## config.mk

```make
export PLATFORM = sky130hd
export DESIGN_NAME = cs_sum_accum
export DESIGN_NICKNAME = d
export VERILOG_FILES = /design/src/rtl/cs_accum_pkg.sv /design/src/rtl/cs_resolve_reg.sv /design/src/rtl/cs_sum_accum.sv
export SDC_FILE = /design/constraint.sdc
export NUM_CORES = 1
export LEC_CHECK = 0
export ABC_AREA = 1
export CORE_UTILIZATION = 49
export CTS_CLUSTER_DIAMETER = 60
export DETAILED_ROUTE_END_ITERATION = 10
export PLACE_DENSITY = 0.76
export SYNTH_ARGS = -nofsm -noshare
export SYNTH_HDL_FRONTEND = slang
export SYNTH_SLANG_ARGS = --single-unit
export TNS_END_PERCENT = 100
```

## constraint.sdc

```tcl
create_clock -name clk -period 1.9 [get_ports clk]
set_input_delay 0.57 -clock clk [delete_from_list [all_inputs] [get_ports clk]]
set_output_delay 0.57 -clock clk [all_outputs]
set_load 0.05 [all_outputs]
```

## src/rtl/cs_accum_pkg.sv

```systemverilog
// Shared helpers for the carry-save sum accumulator: frame counter sizing and the
// offset that turns frame_len into the index of the last pair in a frame.
package cs_accum_pkg;

  // The last pair of a frame is seen when the counter reaches frame_len minus this.
  localparam int unsigned FRAME_LAST_OFFSET = 1;

  // Ceiling log2, clamped to at least one bit so frame_len = 1 still has a counter.
  function automatic int unsigned clog2_min1(input int unsigned n);
    int unsigned r;
    int unsigned v;
    r = 0;
    v = (n > 1) ? n - 1 : 0;
    while (v > 0) begin
      r++;
      v = v >> 1;
    end
    return (r == 0) ? 1 : r;
  endfunction

endpackage

```

## src/rtl/cs_resolve_reg.sv

```systemverilog
// Stage 1: carry-propagate add of the carry-save pair into a one-entry register slice
// with valid/ready flow control toward the accumulator.
module cs_resolve_reg #(
  parameter int unsigned input_width = 8
) (
  input  logic                   clk,
  input  logic                   rst,
  input  logic                   clr,
  input  logic                   in_valid,
  output logic                   in_ready,
  input  logic [input_width-1:0] in_out0,
  input  logic [input_width-1:0] in_out1,
  input  logic                   take,
  output logic                   p_valid,
  output logic [input_width-1:0] p_sum
);

  logic [input_width-1:0] sum;

  // Modular unsigned add, matching the tree's own wrap-around semantics.
  assign sum      = in_out0 + in_out1;
  assign in_ready = !clr && (!p_valid || take);

  always_ff @(posedge clk or posedge rst) begin
    if (rst) begin
      p_valid <= 1'b0;
      p_sum   <= '0;
    end else if (clr) begin
      p_valid <= 1'b0;
    end else if (in_valid && in_ready) begin
      p_valid <= 1'b1;
      p_sum   <= sum;
    end else if (take) begin
      p_valid <= 1'b0;
    end
  end

endmodule

```

## src/rtl/cs_sum_accum.sv

```systemverilog
// Resolves carry-save pairs to binary sums and accumulates frame_len of them into a
// frame result presented on a valid/ready port, with a sticky overflow flag.
module cs_sum_accum
  import cs_accum_pkg::*;
#(
  parameter int unsigned input_width = 8,
  parameter int unsigned acc_width   = 16,
  parameter int unsigned frame_len   = 4
) (
  input  logic                   clk,
  input  logic                   rst,
  input  logic                   clr,
  input  logic                   in_valid,
  output logic                   in_ready,
  input  logic [input_width-1:0] in_out0,
  input  logic [input_width-1:0] in_out1,
  output logic                   acc_valid,
  input  logic                   acc_ready,
  output logic [acc_width-1:0]   acc_data,
  output logic                   acc_ovf
);

  localparam int unsigned      CNT_W = clog2_min1(frame_len);
  localparam logic [CNT_W-1:0] LAST  = CNT_W'(frame_len - FRAME_LAST_OFFSET);

  logic                   p_valid;
  logic [input_width-1:0] p_sum;
  logic                   take;
  logic [acc_width-1:0]   acc_reg;
  logic [CNT_W-1:0]       cnt;
  logic                   ovf_run;
  logic [acc_width:0]     sum_ext;
  logic [acc_width-1:0]   acc_next;
  logic                   carry;

  // clr freezes stage 2 for its cycle, so a clear never races a frame completion.
  assign take     = p_valid && (!acc_valid || acc_ready) && !clr;
  assign sum_ext  = {1'b0, acc_reg} + {{(acc_width + 1 - input_width){1'b0}}, p_sum};
  assign acc_next = sum_ext[acc_width-1:0];
  assign carry    = sum_ext[acc_width];

  cs_resolve_reg #(
    .input_width(input_width)
  ) u_resolve (
    .clk     (clk),
    .rst     (rst),
    .clr     (clr),
    .in_valid(in_valid),
    .in_ready(in_ready),
    .in_out0 (in_out0),
    .in_out1 (in_out1),
    .take    (take),
    .p_valid (p_valid),
    .p_sum   (p_sum)
  );

  always_ff @(posedge clk or posedge rst) begin
    if (rst) begin
      acc_reg   <= '0;
      cnt       <= '0;
      ovf_run   <= 1'b0;
      acc_valid <= 1'b0;
      acc_data  <= '0;
      acc_ovf   <= 1'b0;
    end else begin
      // NOTE: the last non-blocking assignment in the block wins, so a frame that
      // completes in the same cycle the sink drains keeps acc_valid high.
      if (acc_valid && acc_ready) begin
        acc_valid <= 1'b0;
      end
      if (clr) begin
        acc_reg <= '0;
        cnt     <= '0;
        ovf_run <= 1'b0;
      end else if (take) begin
        if (cnt == LAST) begin
          acc_data  <= acc_next;
          acc_ovf   <= ovf_run | carry;
          acc_valid <= 1'b1;
          acc_reg   <= '0;
          cnt       <= '0;
          ovf_run   <= 1'b0;
        end else begin
          acc_reg <= acc_next;
          cnt     <= cnt + CNT_W'(1);
          ovf_run <= ovf_run | carry;
        end
      end
    end
  end

endmodule
```

==> results.ini, run 1 <==
[status]
status = completed

[detailed_routing]
wl_met3_um = 290
wl_um = 6173
drcViolationCount = 0
first_pass_iters = 4
vias = 2590
dr.max_layer_used = met4
drt_iter0_markers = 161
route.met2.wl_um = 2986
wl_met1_um = 2839
viasPerCell = 4.952
wl_per_cell_um = 11.80
antenna_left = 0

[finish]
drive_above_1_share_pct = 21.06
syn_to_final_growth_pct = 31.03
antenna_cells = 0
n_fill_cell = 467
multi_input_area_mm2 = 0.001516
final_area_mm2 = 0.003694
layout_commonest_cell = nand2_1
layout_common_cells = 137 x nand2_1, 47 x buf_4, 46 x dfrtp_1
seq_area_mm2 = 0.001151
nets = 489
utilization_pct = 66.67

[clock_network]
cts_buffers = 5
cts_max_path_buffers = 2
clkSinkCount = 46
insertion_delay_ns = 0.31
root_buffer = clkbuf_8
clk_pin_slew_ns = 0.07
cts_tree = built
htreeDepth = 2

[worst_hold_path]
hp-class = flip-flop to flip-flop

[synthesis]
synth_nets = 416
synth_edf_count = 0
syn_area_per_cell_um2 = 7.477
yosys_register_bits = 46
netlist_area_mm2 = 0.002819
netlist_instances = 377
synthArstFlopShare_pct = 100.0
ys_seq_area_share_pct = 40.83
synth_flop_cell = dfrtp_1
synth_warnings = 0
synthDistinctLibCells = 32

[setup_path]
cp_cell_sequence = dlygate4sd2_1 -> inv_1 -> nand2_2 -> nor2_1 -> inv_1 -> nand2_2 -> inv_2 -> buf_12
crit_arrival_ns = 1.30
worstSetupPathType = input pin to output port
worst_setup_path_end_kind = output port
worst-path-buf-inv = 5
crit_slowest_cell = dlygate4sd2_1
cp_top_family = buffers and inverters
crit_path_start_kind = input pin
required_ns = 1.33
path_max_fanout = 2
cpPeakStageDelay_ns = 0.23

[power]
seq_power_share_pct = 47.3
power.density_mw_per_mm2 = 619.5
combinationalPowerShare_pct = 26.1
power_mw = 2.288
cellLeakagePower_nw = 2.062
clkPwrFrac_pct = 26.6
p_sw_mw = 0.6969
netSwitchingFraction_pct = 30.46
peakVddDrop_mv = 0.3820
p_int_mw = 1.591

[global_route]
grt_overflow_total = 0
grt_pass1_vias = 2541
grt_pass1_wl_um = 10810
antenna_found_initial = 0
grt_max_degree = 47
grt_usage_pct = 22.62

[timing]
setup_viol = 0
fmax_mhz = 534.6
timing.final.hold_violations = 0
slew_violations = 0
rsz0062_at_grt = yes
final.period_utilization_pct = 98.45
relSlewSlack_pct = 79.18
fin_hold_ws_ns = 0.4820
fin_skew_ns = 0.008053
fin_crit_ns = 1.870
worst_pin_slew_ns = 0.3120

[floorplanning]
start_util_pct = 50.88
rows = 27
die_height_um = 77.85
die_w_um = 77.85
die-area_mm2 = 0.006061
core_area_mm2 = 0.005540
pin_count = 40

[placement]
gp_congestion = 0.8914
hpwl_um = 4596
portBuffers = 39
dpl_cell_area_mm2 = 0.003430

[run]
cap_violations = 0

-- worst reg2reg max path, delay by kind of cell, from the launching register on --
family          cells  cell delay [ns]
buf+inv             1             0.09
fa+ha+maj           1             0.36
flops               1             0.41
compound gates      2             0.47
simple gates        5             0.38
-- path summary, 6_finish.rpt --
check | startpoint | cells past startpoint | endpoint | slack [ns]
max reg2reg | u_resolve.p_sum[7]$_DFFE_PP0P_ | 9 | acc_data[10]$_DFFE_PP0P_ | 0.09
max | acc_ready | 8 | in_ready | 0.03
min in group asynchronous | rst | 3 | acc_data[8]$_DFFE_PP0P_ | 0.60
min reg2reg | acc_data[10]$_DFFE_PP0P_ | 2 | acc_data[10]$_DFFE_PP0P_ | 0.48
max in group asynchronous | rst | 3 | acc_data[13]$_DFFE_PP0P_ | 1.07
min | acc_data[10]$_DFFE_PP0P_ | 2 | acc_data[10]$_DFFE_PP0P_ | 0.48
-- layout make-up --
class / count / share of cell area [%]
Timing Repair Buffer: 72 / 17.38
Tap cell: 72 / 2.439
Clock buffer: 7 / 2.337
Clock inverter: 1 / 0.1355
Sequential cell: 46 / 31.17
Inverter: 54 / 5.488
Multi-Input combinational cell: 271 / 41.06
-- repair_timing --
item | CTS | global route
gates resized for setup | 14 | 19
setup buffers | 5 | 5
pin swaps | 5 | 5
hold buffers | 0 | 0
endpoints found under the setup margin | 5 | 23
-- metrics by stage --
stage	TNS [ns]	worst slack, ns	std cells
2_1_floorplan	0	0.1164	377
3_3_place_gp	-3.754	-0.3790	505
3_5_place_dp	-5.361	-0.4542	505
4_1_cts	0	0.03026	518
5_1_grt	-0.04611	-0.02137	523
6_report	0	0.02951	523
-- cells by family after synthesis --
kind of cell             synth area share (%)
AO/OA/AOI/OAI                           6.436
buffers and inverters                   8.788
adder cells (fa/ha/maj)                 8.522
flip-flops                              40.83
XOR/XNOR                                2.796
AND/OR/NAND/NOR                         32.62
-- cell usage after synthesis, drive strengths merged, types with 2 or more instances --
cell type	instances	area share [%]
inv	53	7.1
dfrtp	46	41
nand2	146	20
nand3	42	7.6
nand4	3	0.67
xor2	6	1.9
fa	2	1.4
o21ai	19	3.5
xnor2	3	0.93
a22o	2	0.62
ha	16	7.1
buf	6	1.6
or2	5	1.1
nand3b	2	0.53
a21oi	10	1.8
nor2	10	2.0
nor3	2	0.53
-- power groups by stage --
| stage | Clock (mW) | Combinational (mW) | Sequential (mW) |
|---|---|---|---|
| floorplan | 0 | 0.348 | 1.10 |
| global placement | 0 | 0.539 | 1.10 |
| detailed placement | 0 | 0.553 | 1.10 |
| CTS | 0.632 | 0.557 | 1.08 |
| global route | 0.669 | 0.678 | 1.09 |
| finish | 0.609 | 0.597 | 1.08 |
-- metal layers --
metal	global-route usage (%)	vias up
met3	3.647	5
met1	29.59	1201
met4	8.679	0
met5	0	-
li1	-	1335
met2	37.43	49
Note: power is estimated with default switching activity, not from simulation.
==> inputs of run 2 (changes only) <==
- ABC_CLOCK_PERIOD_IN_PS: default -> 1900
==> results of run 2 <==
Same layout as run 1: the final DEF is identical, and so are final timing and power.
